## src/rtl/mcu_pkg.sv

```systemverilog
// Shared types and constants for the multi-cycle RV32I control unit.
package mcu_pkg;

  typedef enum logic [5:0] {
    S_FETCH   = 6'b000001,
    S_DECODE  = 6'b000010,
    S_EXECUTE = 6'b000100,
    S_MEM     = 6'b001000,
    S_WB      = 6'b010000,
    S_HALT    = 6'b100000
  } state_t;

  localparam logic [6:0] OP_R      = 7'b0110011;
  localparam logic [6:0] OP_IMM    = 7'b0010011;
  localparam logic [6:0] OP_LOAD   = 7'b0000011;
  localparam logic [6:0] OP_STORE  = 7'b0100011;
  localparam logic [6:0] OP_BRANCH = 7'b1100011;
  localparam logic [6:0] OP_LUI    = 7'b0110111;
  localparam logic [6:0] OP_AUIPC  = 7'b0010111;
  localparam logic [6:0] OP_JAL    = 7'b1101111;
  localparam logic [6:0] OP_JALR   = 7'b1100111;
  localparam logic [6:0] OP_SYSTEM = 7'b1110011;

  localparam logic [3:0] ALU_ADD  = 4'b0000;
  localparam logic [3:0] ALU_SUB  = 4'b1000;
  localparam logic [3:0] ALU_SLL  = 4'b0001;
  localparam logic [3:0] ALU_SLT  = 4'b0010;
  localparam logic [3:0] ALU_SLTU = 4'b0011;
  localparam logic [3:0] ALU_XOR  = 4'b0100;
  localparam logic [3:0] ALU_SRL  = 4'b0101;
  localparam logic [3:0] ALU_SRA  = 4'b1101;
  localparam logic [3:0] ALU_OR   = 4'b0110;
  localparam logic [3:0] ALU_AND  = 4'b0111;

  localparam logic [2:0] WD_ALU   = 3'd0;
  localparam logic [2:0] WD_MEM   = 3'd1;
  localparam logic [2:0] WD_IMM   = 3'd2;
  localparam logic [2:0] WD_AUIPC = 3'd3;
  localparam logic [2:0] WD_PC4   = 3'd4;

  typedef struct packed {
    logic [3:0] alu;
    logic       alu_src;
    logic [2:0] wd_sel;
    logic       is_branch;
    logic       is_load;
    logic       is_store;
    logic       is_jal;     // JAL or JALR: PC forced to target
    logic       is_jalr;
    logic       is_system;
    logic       illegal;
  } dec_t;

endpackage

```

## src/rtl/mcu_decoder.sv

```systemverilog
// Combinational instruction decode: datapath selects, ALU op and class flags.
module mcu_decoder
  import mcu_pkg::*;
(
  input  logic [31:0] inst_code,
  output dec_t        dec
);

  logic [6:0] op;
  logic [2:0] f3;
  logic       unused_bits;

  assign op = inst_code[6:0];
  assign f3 = inst_code[14:12];
  assign unused_bits = ^{inst_code[31], inst_code[29:15], inst_code[11:7]};

  always_comb begin
    dec        = '0;
    dec.alu    = ALU_ADD;
    dec.wd_sel = WD_ALU;
    case (op)
      OP_R:      dec.alu = {inst_code[30], f3};
      OP_IMM: begin
        // only SRAI/SRLI use bit 30; elsewhere it is immediate data
        dec.alu     = {(f3 == 3'b101) & inst_code[30], f3};
        dec.alu_src = 1'b1;
      end
      OP_LOAD: begin
        dec.is_load = 1'b1;
        dec.alu_src = 1'b1;
        dec.wd_sel  = WD_MEM;
      end
      OP_STORE: begin
        dec.is_store = 1'b1;
        dec.alu_src  = 1'b1;
      end
      OP_BRANCH: begin
        dec.is_branch = 1'b1;
        dec.alu       = {1'b0, f3};
        dec.illegal   = (f3 == 3'b010) || (f3 == 3'b011);
      end
      OP_LUI:    dec.wd_sel = WD_IMM;
      OP_AUIPC:  dec.wd_sel = WD_AUIPC;
      OP_JAL: begin
        dec.is_jal = 1'b1;
        dec.wd_sel = WD_PC4;
      end
      OP_JALR: begin
        dec.is_jal  = 1'b1;
        dec.is_jalr = 1'b1;
        dec.wd_sel  = WD_PC4;
      end
      OP_SYSTEM: dec.is_system = 1'b1;
      default:   dec.illegal = 1'b1;
    endcase
  end

endmodule

```

## src/rtl/multicycle_ctrl_unit.sv

```systemverilog
// Multi-cycle RV32I controller: FETCH/DECODE/EXECUTE/MEM/WB/HALT sequencing.
// Optional bus wait timeout enabled by defining MCU_BUS_TIMEOUT_EN.
module multicycle_ctrl_unit
  import mcu_pkg::*;
#(
  parameter int TIMEOUT_CYCLES = 16
) (
  input  logic        clk,
  input  logic        rst,
  input  logic [31:0] inst_code,
  output logic        imem_req,
  input  logic        imem_ack,
  output logic        dmem_req,
  output logic        dmem_we,
  input  logic        dmem_ack,
  output logic [2:0]  mem_funct3,
  output logic        ir_write_en,
  output logic        pc_write_en,
  output logic        reg_write_en,
  output logic [3:0]  alu_controls,
  output logic        aluSrcMux_sel,
  output logic [2:0]  reg_write_data_sel,
  output logic        branch,
  output logic        JAL_sel,
  output logic        JALR_sel,
  output logic        halted,
  output logic        illegal_inst,
  output logic        bus_error
);

  state_t state;
  dec_t   dec;
  logic   illegal_q, bus_err_q, timeout;
  logic   in_exec, in_mem, in_wb;

  mcu_decoder u_dec (.inst_code(inst_code), .dec(dec));

  assign in_exec = (state == S_EXECUTE);
  assign in_mem  = (state == S_MEM);
  assign in_wb   = (state == S_WB);

  // reset state is FETCH, so the fetch request is masked while rst is high
  assign imem_req = (state == S_FETCH) & ~rst;
  assign dmem_req = in_mem;
  assign dmem_we  = in_mem & dec.is_store;

  assign ir_write_en  = imem_req & imem_ack;
  assign pc_write_en  = (in_exec & dec.is_branch) | (dmem_req & dmem_ack & dec.is_store) | in_wb;
  assign reg_write_en = in_wb;
  assign branch       = in_exec & dec.is_branch;
  assign JAL_sel      = in_wb & dec.is_jal;
  assign JALR_sel     = in_wb & dec.is_jalr;

  assign mem_funct3         = inst_code[14:12];
  assign alu_controls       = dec.alu;
  assign aluSrcMux_sel      = dec.alu_src;
  assign reg_write_data_sel = dec.wd_sel;
  assign halted             = (state == S_HALT);
  assign illegal_inst       = illegal_q;
  assign bus_error          = bus_err_q;

`ifdef MCU_BUS_TIMEOUT_EN
  localparam int CW = $clog2(TIMEOUT_CYCLES + 1);
  logic [CW-1:0] wait_cnt;
  logic          waiting;

  // an ack in the limit cycle wins because waiting excludes it
  assign waiting = (imem_req & ~imem_ack) | (dmem_req & ~dmem_ack);
  assign timeout = waiting & (wait_cnt == CW'(TIMEOUT_CYCLES - 1));

  always_ff @(posedge clk or posedge rst) begin
    if (rst)                     wait_cnt <= '0;
    else if (waiting & ~timeout) wait_cnt <= wait_cnt + 1'b1;
    else                         wait_cnt <= '0;
  end
`else
  logic unused_timeout;
  assign timeout        = 1'b0;
  assign unused_timeout = ^TIMEOUT_CYCLES;
`endif

  always_ff @(posedge clk or posedge rst) begin
    if (rst) begin
      state     <= S_FETCH;
      illegal_q <= 1'b0;
      bus_err_q <= 1'b0;
    end else begin
      case (state)
        S_FETCH:
          if (imem_ack) state <= S_DECODE;
          else if (timeout) begin
            state     <= S_HALT;
            bus_err_q <= 1'b1;
          end
        S_DECODE:
          if (dec.illegal) begin
            state     <= S_HALT;
            illegal_q <= 1'b1;
          end else if (dec.is_system) state <= S_HALT;
          else                        state <= S_EXECUTE;
        S_EXECUTE:
          if (dec.is_branch)                   state <= S_FETCH;
          else if (dec.is_load | dec.is_store) state <= S_MEM;
          else                                 state <= S_WB;
        S_MEM:
          if (dmem_ack) state <= dec.is_store ? S_FETCH : S_WB;
          else if (timeout) begin
            state     <= S_HALT;
            bus_err_q <= 1'b1;
          end
        S_WB:    state <= S_FETCH;
        S_HALT:  state <= S_HALT;
        default: state <= S_FETCH;
      endcase
    end
  end

endmodule

```

## config.mk

```make
export PLATFORM = sky130hd
export DESIGN_NAME = multicycle_ctrl_unit
export DESIGN_NICKNAME = d
export VERILOG_FILES = /design/src/rtl/mcu_pkg.sv /design/src/rtl/mcu_decoder.sv /design/src/rtl/multicycle_ctrl_unit.sv
export SDC_FILE = /design/constraint.sdc
export NUM_CORES = 1
export LEC_CHECK = 0
export BUFFER_PORTS_ARGS = -buffer_cell sky130_fd_sc_hd__buf_4
export CAP_MARGIN = 20
export CELL_PAD_IN_SITES_DETAIL_PLACEMENT = 0
export CELL_PAD_IN_SITES_GLOBAL_PLACEMENT = 1
export CORE_MARGIN = 1.5
export CORE_UTILIZATION = 25
export CTS_CLUSTER_DIAMETER = 40
export DETAILED_ROUTE_END_ITERATION = 8
export PLACE_DENSITY = 0.87
export SYNTH_ARGS = -nofsm -noshare
export SYNTH_HDL_FRONTEND = slang
export SYNTH_SLANG_ARGS = --single-unit
```

## constraint.sdc

```tcl
create_clock -name clk -period 2.03 [get_ports clk]
set_clock_uncertainty 0.05 [all_clocks]
set_input_delay 0.203 -clock clk [delete_from_list [all_inputs] [get_ports clk]]
set_output_delay 0.203 -clock clk [all_outputs]
set_load 0.05 [all_outputs]
```

Word level (Yosys, flattened, before mapping)
Index checks and enable logic that the tools add are counted.
Widths: inputs -> output; s select.
{ "totals": {"output_inout_bits": 23, "register_bits": 7} }
{ "classes": {"mux": 18, "eq_ne": 21, "bitwise": 13, "n_reduce_logical": 6} }
{ "ops": {"columns": ["op", "n"], "rows": [
  ["$pmux 6 s5", 1],
  ["$eq 7x7->1 const B", 4],
  ["$mux 6", 4],
  ["$eq 7x6->1 const B", 3],
  ["$mux 5", 3],
  ["$eq 7x5->1 const B", 2],
  ["$pmux 3 s4", 1],
  ["$pmux 4 s3", 1],
  ["$and 1x1->1", 9],
  ["$reduce_or 9->1", 1],
  ["$eq 7x2->1 const B", 1],
  ["$mux 1", 7],
  ["$eq 3x2->1 const B", 2],
  ["$eq 6x1->1 const B", 1],
  ["$eq 6x2->1 const B", 1],
  ["$eq 6x3->1 const B", 1],
  ["$eq 6x4->1 const B", 1],
  ["$eq 6x5->1 const B", 1],
  ["$eq 6x6->1 const B", 1],
  ["$reduce_and 2->1", 2],
  ["$eq 3x3->1 const B", 1],
  ["$or 1x1->1", 3],
  ["$reduce_or 3->1", 1],
  ["$ne 2x1->1 const B", 1],
  ["5 further kinds", 5]
]} }

Longest topological paths before layout
Gate-level depths: netlist of the first run.
{ "logic_depth": {"word_depth": 6, "ltp_mapped": 6} }

Hierarchy
From an unflattened synthesis of the first run, not the netlist that was laid out.
{ "unflattened": {"cells_unflattened": 88, "area_unflattened_um2": 704.4} }
{ "by_module_without_submodules": {"columns": ["module", "area_each_um2", "seq_area_each_um2", "instances", "cells_each"], "rows": [
  ["multicycle_ctrl_unit", 509.2, 176.4, 1, 57],
  ["mcu_decoder", 195.2, 0.0, 1, 31]
]} }

Worst setup path after synthesis of the first run
Ideal clock, no wire load.
{ "synth_timing": {"path_type": "reg2out", "startpoint": "register state[2]", "endpoint": "output port ir_write_en", "setup_slack_ns": -0.397, "required_time_ns": 1.777, "n_path_buf": 1, "t_arrival_ns": 2.174, "stages_incl_launch_ff": 6, "cell_sequence": "dfrtp_1 > clkbuf_2 > nor4_1 > nand3b_1 > nor2_1 > and2_1"} }
{ "synth_between": {"elab_chain_len": 3} }
{ "synth_lines": {"columns": ["element", "line", "text"], "rows": [
  ["from (decl)", "multicycle_ctrl_unit.sv:31", "state_t state;"],
  ["from (signal assigned)", "multicycle_ctrl_unit.sv:106", "if (dmem_ack) state <= dec.is_store ? S_FETCH : S_WB;"],
  ["$eq 6x1->1", "multicycle_ctrl_unit.sv:43", "assign imem_req = (state == S_FETCH) & ~rst;"],
  ["$and 1x1->1", "multicycle_ctrl_unit.sv:43", null],
  ["net imem_req", "multicycle_ctrl_unit.sv:11", "output logic imem_req,"],
  ["$and 1x1->1", "multicycle_ctrl_unit.sv:47", "assign ir_write_en = imem_req & imem_ack;"],
  ["to (decl)", "multicycle_ctrl_unit.sv:17", "output logic ir_write_en,"]
]} }
The timed path passes the listed nets, and every way through them passes these cells.

Final worst setup path of the first run
{ "layout_timing": {"startpoint": "register state[5]", "endpoint": "output port pc_write_en"} }
{ "layout_between": {"elab_chain_len": 5, "elab_cells_between_ends": 8} }
{ "layout_lines": {"columns": ["element", "line", "text"], "rows": [
  ["$eq 6x4->1", "multicycle_ctrl_unit.sv:39", "assign in_mem = (state == S_MEM);"],
  ["$and 1x1->1 (2 in series)", "multicycle_ctrl_unit.sv:48", "assign pc_write_en = (in_exec & dec.is_branch) | (dmem_req & dmem_ack & dec.is_store) | in_wb;"],
  ["$or 1x1->1", "multicycle_ctrl_unit.sv:48", null],
  ["$or 1x1->1 *", "multicycle_ctrl_unit.sv:48", null],
  ["to (decl)", "multicycle_ctrl_unit.sv:18", "output logic pc_write_en,"]
]} }
Mark *: on every way between the ends. The rest lies on a longest branch, timed or not.

==> results of run 1 <==
[layout make-up]
cell class                      count  area share, %
Tap cell                           31           3.39
Inverter                            6           2.30
Clock buffer                        4           2.30
Sequential cell                     7           15.6
Multi-Input combinational cell     74           45.9
Timing Repair Buffer               43           30.5
[worst min path at each step]
stage | to | cells past startpoint
finish | state[1] | 3
global route | state[1] | 3
CTS | state[1] | 3
detailed placement | state[1] | 2
global placement | state[1] | 2
floorplan | illegal_inst | 1
[cell usage after synthesis, types with 2 or more instances]
cell type | number | area (um2)
nand2b_1 | 3 | 18.8
buf_4 | 4 | 30.0
and2_1 | 5 | 31.3
inv_1 | 6 | 22.5
nor3_1 | 5 | 25.0
nor3b_1 | 2 | 15.0
o21bai_1 | 2 | 15.0
nand4_1 | 2 | 12.5
nor2b_1 | 7 | 43.8
nor4_1 | 3 | 18.8
mux2i_1 | 2 | 20.0
nand4bb_1 | 2 | 22.5
nand3b_1 | 2 | 15.0
clkbuf_1 | 2 | 7.51
nand3_1 | 3 | 15.0
nor2_1 | 9 | 33.8
nand2_1 | 4 | 15.0
a21oi_1 | 3 | 15.0
buf_2 | 2 | 10.0
dfrtp_1 | 6 | 150
[routing by layer]
| layer | vias to the layer above | part of all wire [%] | wire length, um |
|---|---|---|---|
| met4 | 0 | 0.58 | 12 |
| met1 | 382 | 45 | 941 |
| li1 | 415 | - | - |
| met3 | 2 | 4.6 | 96 |
| met5 | - | 0 | 0 |
| met2 | 35 | 49 | 1020 |
[logic make-up after synthesis]
family / synth area share, %
muxes: 4.23
other: 0.507
DFF: 23.9
adders and majority gates: 1.35
and+or+nand+nor: 44.5
AOI/OAI and AO/OA: 12.7
buffers and inverters: 11.7
xor gates and xnor gates: 1.18
[power by group through the flow]
stage / combinational, mW / sequential (mW) / clock (mW)
after global routing: 0.525 / 0.213 / 0.140
after detailed placement: 0.437 / 0.209 / 0
after floorplan: 0.318 / 0.208 / 0
final: 0.483 / 0.209 / 0.127
after CTS: 0.458 / 0.209 / 0.131
after global placement: 0.423 / 0.206 / 0
[critical path, cell delays in order (launching register included)]
cell     delay [ns]
dfrtp_1        0.38
or4_4          0.58
or3_4          0.37
nand3_2        0.09
buf_8          0.15
[registers in the layout, indices dropped and copies added, names as in the netlist]
name          flops
state             6
illegal_inst      1
[through the flow]
step                util [%]  instances  setup slack [ns]
CTS                     40.1        164           -0.0386
global route            41.2        165           -0.0872
floorplan                  -         97            -0.158
global placement        37.5        158            0.0701
detailed placement      37.5        158         -0.000132
finish                  41.2        165           -0.0356
[repair_timing]
| item | CTS | global route |
|---|---|---|
| setup buffers | 1 | 1 |
| pin swaps | 3 | 2 |
| endpoints found under the hold margin | 6 | 0 |
| hold buffers | 1 | 0 |
| setup endpoints to repair | 8 | 8 |
| resized for setup | 8 | 6 |
==> reports/metrics.yaml, run 1 <==
drt:
  drtAntennaViolNets: 0
  wl_per_cell_um: 12.6
  vias_per_cell: 5.05
  via_count: 834
  dr.pass1.iters: 4
  drc: 0
  drt_iter0_drc: 17
  wirelength_um: 2070
yosys:
  synthDistinctLibCells: 43
  synth_seq_area_share_pct: 23.9
  ys_ff_latch: 7
  synthCells: 97
  syn_area_um2: 739
  synth_edf_count: 0
  synth_ff_type: "dfrtp_1"
  yosys_warnings: 0
  synth-async-reset-ratio_pct: 100
  synth_fp_nets: 133
  syn_avg_cell_area_um2: 7.62
sta:
  timing.final.max_slew_violations: 0
  rsz0062_at_grt: "yes"
  period_share_pct: 102
  tns_ns: -0.0686
  fmax_mhz: 484
  setup_viol: 2
  max-slew-margin-rel_pct: 64.6
  post-route-min-period_ns: 2.07
  hold_ws_ns: 0.199
  worstMarginPinSlew_ns: 0.529
  hold_violations: 0
  fin_ws_ns: -0.0356
pwr:
  power_density_mw_per_mm2: 715
  netSwitchingPower_mw: 0.348
  seqPwrFrac_pct: 25.6
  leakage_nw: 0.533
  intPower_mw: 0.471
  power.share.clock_pct: 15.5
  p_comb_share_pct: 59.0
  p_sw_share_pct: 42.5
  ir_drop_v: 0.000501
  finalPower_mw: 0.819
grt:
  grt.overflow.total: 0
  grt.busiest_layer: "met2"
  grt_max_degree: 13
  use_met2_pct: 22.9
  grtUsageMet1_pct: 15.4
  grt_antenna_before_repair: 0
  met3_usage_pct: 1.36
  grt_pass1_wl_um: 3390
  grt_usage_pct: 12.7
  grt_pass1_vias: 820
clock_tree:
  cts_tree: "yes"
  clk_latency_ns: 0.25
  cts_max_path_buffers: 2
  clockRootBuffer: "clkbuf_4"
  clock-sinks: 7
  clkTransAtPathRegs_ns: 0.05
  cts_max_level: 1
  numCtsBuffers: 3
setup_path:
  crit_arrival_ns: 1.81
  cp-startpoint: "state[5]"
  critPathKind: "reg -> out"
  reg2reg_to: "state[0]"
  setup.worst_path.end: "pc_write_en"
  crit_required_ns: 1.78
  crit_path_max_fanout: 3
  rrSetupSlack_ns: 0.20
  cp-end-kind: "output port"
  r2r.worst_path.cells: 5
  start_kind: "flip-flop"
  reg2reg_from: "state[5]"
placement:
  gp_congestion: 0.741
  place_area_mm2: 0.00104
  port_buffers: 36
  dp.final_hpwl_um: 1590
floorplan:
  core_area_mm2: 0.00278
  dieWidth_um: 57.4
  io_pins: 59
  die_y_um: 57.4
  rows: 19
  start_util_pct: 26.6
  dieArea_mm2: 0.00329
status:
  violations: "setup timing"
  status: "finished, violations left"
final_layout:
  fillers: 295
  nets: 171
  drive_gt1_share_pct: 45.5
  regArea_um2: 179
  layout_common_cells: "buf_4 (35), nor2_1 (8), nor2b_1 (7)"
  final_common_cell: "buf_4"
  multi_input_area_um2: 526
  design_area_mm2: 0.00114
  flow.area_growth_from_synthesis_pct: 54.8
  antennaDiodeCount: 0
hold_path:
  min_from: "imem_ack"
  hp-class: "in -> reg"
flow_run:
  maxCapViolations: 0
Note: power is estimated with default switching activity, not from simulation.
==> run 2, diff against run 1 <==
- CORE_ASPECT_RATIO: unset -> 0.5
- CORE_MARGIN: 1.5 -> 3
- REMOVE_ABC_BUFFERS: unset -> 1
==> run 2 against run 1 <==
Effect of this change: the flow still finishes with violations (setup timing); total power grew 17%; via count grew 4.1%; combinational power grew 17%; critical endpoint unchanged; largest power group unchanged; highest routed layer unchanged.
==> reports/metrics.yaml, run 2 (same netlist as run 1, synthesis figures left out) <==
grt:
  grt_usage_pct: 12.6
  grt.overflow.total: 0
  grt_pass1_vias: 795
  grt_max_degree: 13
  grt_pass1_wl_um: 3790
  grt_antenna_before_repair: 0
final_layout:
  design_area_mm2: 0.00119
  fin_util_pct: 44.1
  layout_common_cells: "buf_4 (47), nor2_1 (9), nor2b_1 (7)"
  regArea_um2: 179
  final_common_cell: "buf_4"
  multi_input_area_um2: 508
  drive_gt1_share_pct: 46.1
  largest_reg_flops: 6
  largest-register: "state"
  antennaDiodeCount: 0
  nets: 178
  fillers: 274
  flow.area_growth_from_synthesis_pct: 60.9
  final_cells: 178
placement:
  dp_cells: 166
  place_area_mm2: 0.00104
  dp.final_hpwl_um: 1700
  dpl_worst_slack_ns: 0.0760
  port_buffers: 36
  gp_congestion: 0.793
drt:
  via_count: 868
  vias_per_cell: 4.88
  drtAntennaViolNets: 0
  drc: 0
  wirelength_um: 2360
  wl_per_cell_um: 13.3
  dr.pass1.iters: 4
  drt_iter0_drc: 54
flow_run:
  maxCapViolations: 0
clock_tree:
  clk_latency_ns: 0.23
  cts_max_path_buffers: 2
  clkTransAtPathRegs_ns: 0.04
  clockRootBuffer: "clkbuf_8"
  cts_max_level: 1
  clock-sinks: 7
  numCtsBuffers: 3
  cts_tree: "yes"
sta:
  fin_ws_ns: -0.00365
  timing.final.max_slew_violations: 0
  setup_viol: 1
  fmax_mhz: 492
  rsz0062_at_grt: "yes"
  hold_ws_ns: 0.262
  tns_ns: -0.00365
  post-route-min-period_ns: 2.03
  period_share_pct: 100
  hold_violations: 0
setup_path:
  critPathKind: "reg -> out"
  rrSetupSlack_ns: 0.13
  crit_arrival_ns: 1.78
  reg2reg_from: "state[4]"
  cp-end-kind: "output port"
  crit_path_max_fanout: 4
  r2r.worst_path.cells: 6
  cp-startpoint: "state[4]"
  crit_required_ns: 1.78
  reg2reg_to: "state[0]"
  start_kind: "flip-flop"
pwr:
  ir_drop_v: 0.000318
  leakage_nw: 0.584
  finalPower_mw: 0.955
  power_density_mw_per_mm2: 802
floorplan:
  dieArea_mm2: 0.00369
  rows: 13
  die_y_um: 44.5
  core_area_mm2: 0.00270
  start_util_pct: 27.4
  dieWidth_um: 82.9
  io_pins: 59
hold_path:
  hold_path_depth: 4
  hp-class: "in -> reg"
  hold_path_end: "state[3]"
  min_from: "dmem_ack"
status:
  status: "finished, violations left"
  violations: "setup timing"
-- run 2: area by class of cell --
class	count	area share [%]
multi-input cells	74	42.7
repair buffers	50	32.7
flip-flops and latches	7	15.0
well taps	37	3.89
clock buffers	4	3.79
inverters	6	1.89
-- run 2: worst max-delay path by stage --
stage	endpoint	slack [ns]
after floorplan	ir_write_en	-0.36
after global placement	pc_write_en	0.06
after detailed placement	pc_write_en	0.08
after CTS	pc_write_en	0.002
after global routing	pc_write_en	-0.04
final	pc_write_en	-0.004
-- run 2: where the power goes --
part | switching, mW | internal (mW) | leakage (nW) | total [mW]
logic | 0.302 | 0.263 | 0.477 | 0.566
registers | 0.0157 | 0.177 | 0.0844 | 0.192
clock network | 0.0606 | 0.136 | 0.0228 | 0.196
-- run 2: what timing repair did --
| item | in CTS | in global routing |
|---|---|---|
| pin swaps | 2 | 1 |
| gates resized for setup | 5 | 7 |
| endpoints found under the hold margin | 6 | 0 |
| hold buffers | 1 | 0 |
| setup endpoints to repair | 5 | 8 |
| buffers inserted | 6 | 1 |
-- run 2: critical path: stages (launching register included) --
cell and delay, ns:
dfrtp_1 0.37, or4_4 0.57, or3_4 0.38, nand3_2 0.08, buf_6 0.16
-- run 2: metal layers --
layer  GRT usage, %  vias up  part of all wire, %
met2           23.2       22                   49
met1           16.0      417                   47
met5              0        -                    0
li1               -      426                    -
met4           2.93        0                 0.68
met3           1.67        3                  3.3
==> run 3, diff against run 2 <==
- CORE_UTILIZATION: 25 -> 27
- PLACE_DENSITY: 0.87 -> 0.93
- clock period: 2.03 -> 2.6 ns (I/O delays scaled with it)
==> run 3 against run 2 <==
Effect of this change: the flow now finishes without violations; sequential share of layout area grew 1.7 points; sequential power shrank 9%; global-route usage shrank 0.24 points; worst setup slack gained 0.25 ns; critical path depth is the same; clock-buffer cell count is the same; first-iteration DRC count shrank 28%; wire length shrank 19%; die area shrank 6.7%; non-clock buffer count shrank 12.
==> reports/metrics.yaml, run 3 (same netlist as run 1, synthesis figures left out) <==
status:
  status: "completed"
floorplan:
  rows: 12
  io_pins: 59
  start_util_pct: 30.8
  die_y_um: 43.0
  dieArea_mm2: 0.00344
  dieWidth_um: 80.0
  core_area_mm2: 0.00240
grt:
  grt_usage_pct: 12.3
  grt_pass1_vias: 728
  grt_antenna_before_repair: 0
  grt_max_degree: 13
  grt.overflow.total: 0
  grt_pass1_wl_um: 3310
setup_path:
  worst_path_max_delay_cell: "or4_1"
  reg2reg_to: "state[4]"
  reg2reg_from: "state[0]"
  cp-end-kind: "output port"
  crit_chain: "or4_1 -> or3_4 -> nand3_1 -> buf_4"
  cpPeakStageDelay_ns: 0.65
  crit_required_ns: 2.29
  rrSetupSlack_ns: 0.75
  start_kind: "flip-flop"
  r2r.worst_path.cells: 4
  crit_arrival_ns: 2.04
  crit_path_max_fanout: 7
  critPathKind: "reg -> out"
drt:
  drtAntennaViolNets: 0
  wl_per_cell_um: 11.7
  vias_per_cell: 4.79
  wirelength_um: 1910
  via_count: 786
  drc: 0
  dr.pass1.iters: 4
  drt_iter0_drc: 39
final_layout:
  largest_reg_flops: 6
  largest-register: "state"
  final_common_cell: "buf_4"
  fillers: 259
  drive_gt1_share_pct: 35.7
  nets: 166
  final_cells: 164
  design_area_mm2: 0.00105
  antennaDiodeCount: 0
  flow.area_growth_from_synthesis_pct: 42.3
  layout_common_cells: "buf_4 (37), nor2_1 (9), nor2b_1 (7), inv_1 (6), dfrtp_1 (6)"
sta:
  fmax_mhz: 426
  tns_ns: 0
  timing.final.max_slew_violations: 0
  hold_violations: 0
  max-slew-margin-rel_pct: 59.3
  worstMarginPinSlew_ns: 0.595
  setup_viol: 0
  post-route-min-period_ns: 2.35
  rsz0062_at_grt: "no"
  period_share_pct: 90.3
  hold_ws_ns: 0.270
pwr:
  power_density_mw_per_mm2: 583
  seqPwrFrac_pct: 28.4
  netSwitchingPower_mw: 0.252
  leakage_nw: 0.510
  intPower_mw: 0.361
  p_comb_share_pct: 46.8
  p_sw_share_pct: 41.1
  ir_drop_v: 0.000240
  power.share.clock_pct: 24.8
placement:
  dp_cells: 159
  dp.final_hpwl_um: 1570
  gp_congestion: 0.790
  place_area_um2: 997
  port_buffers: 36
clock_tree:
  numCtsBuffers: 3
  cts_setup_buffers: 0
  cts_tree: "yes"
  clockRootBuffer: "clkbuf_8"
  cts_max_level: 1
  clkTransAtPathRegs_ns: 0.04
  hold_buffers: 1
  clk_latency_ns: 0.23
  clock-sinks: 7
  cts_max_path_buffers: 2
  cts_resized: 0
flow_run:
  maxCapViolations: 0
hold_path:
  hold_path_depth: 3
  min_from: "imem_ack"
  hold_path_end: "state[1]"
  hp-class: "in -> reg"
run 3: changes by cell type in the layout (fill, tap and decap cells not counted), sizes merged:
cell and delta:
buf -12
run 3: how the worst max path moves through the flow:
stage	from	slack, ns	cells after the start	end
CTS	state[1]	0.27	4	pc_write_en
finish	state[1]	0.25	4	pc_write_en
global route	state[1]	0.16	4	pc_write_en
detailed placement	state[1]	0.52	4	pc_write_en
global placement	state[1]	0.52	4	pc_write_en
floorplan	state[5]	0.16	4	ir_write_en
run 3: layout make-up:
class / count / area (um2) / area share [%]
clock buffer: 4 / 45.0 / 4.28
multi-input combinational: 74 / 477 / 45.3
inverter: 6 / 22.5 / 2.14
timing repair buffer: 38 / 288 / 27.3
tap: 35 / 43.8 / 4.16
sequential: 7 / 176 / 16.8
run 3: metal layers:
metal | GRT usage [%] | part of all wire, % | up-vias
met5 | 0 | 0 | -
met4 | 6.06 | 2.0 | 0
met3 | 3.18 | 6.6 | 4
met2 | 19.4 | 44 | 26
met1 | 15.6 | 47 | 353
li1 | - | - | 403
run 3: power groups by stage:
stage | sequential, mW | clock (mW) | combinational, mW
6_report | 0.174 | 0.152 | 0.287
4_1_cts | 0.174 | 0.158 | 0.287
3_5_place_dp | 0.175 | 0 | 0.285
3_3_place_gp | 0.175 | 0 | 0.282
5_1_grt | 0.182 | 0.167 | 0.319
2_1_floorplan | 0.172 | 0 | 0.192
run 3: worst max-delay path, delay by kind of cell, from the launching register on:
family                 cells  cell delay, ns
buffers and inverters      1            0.20
DFF                        1            0.43
and+or+nand+nor            3            1.16
run 3: through the flow:
stage	utilization (%)	power (mW)	setup slack [ns]
finish	43.8	0.614	0.251
global route	43.8	0.667	0.163
CTS	43.8	0.618	0.266
detailed placement	41.5	0.460	0.521
global placement	41.5	0.457	0.521
floorplan	-	0.364	0.156
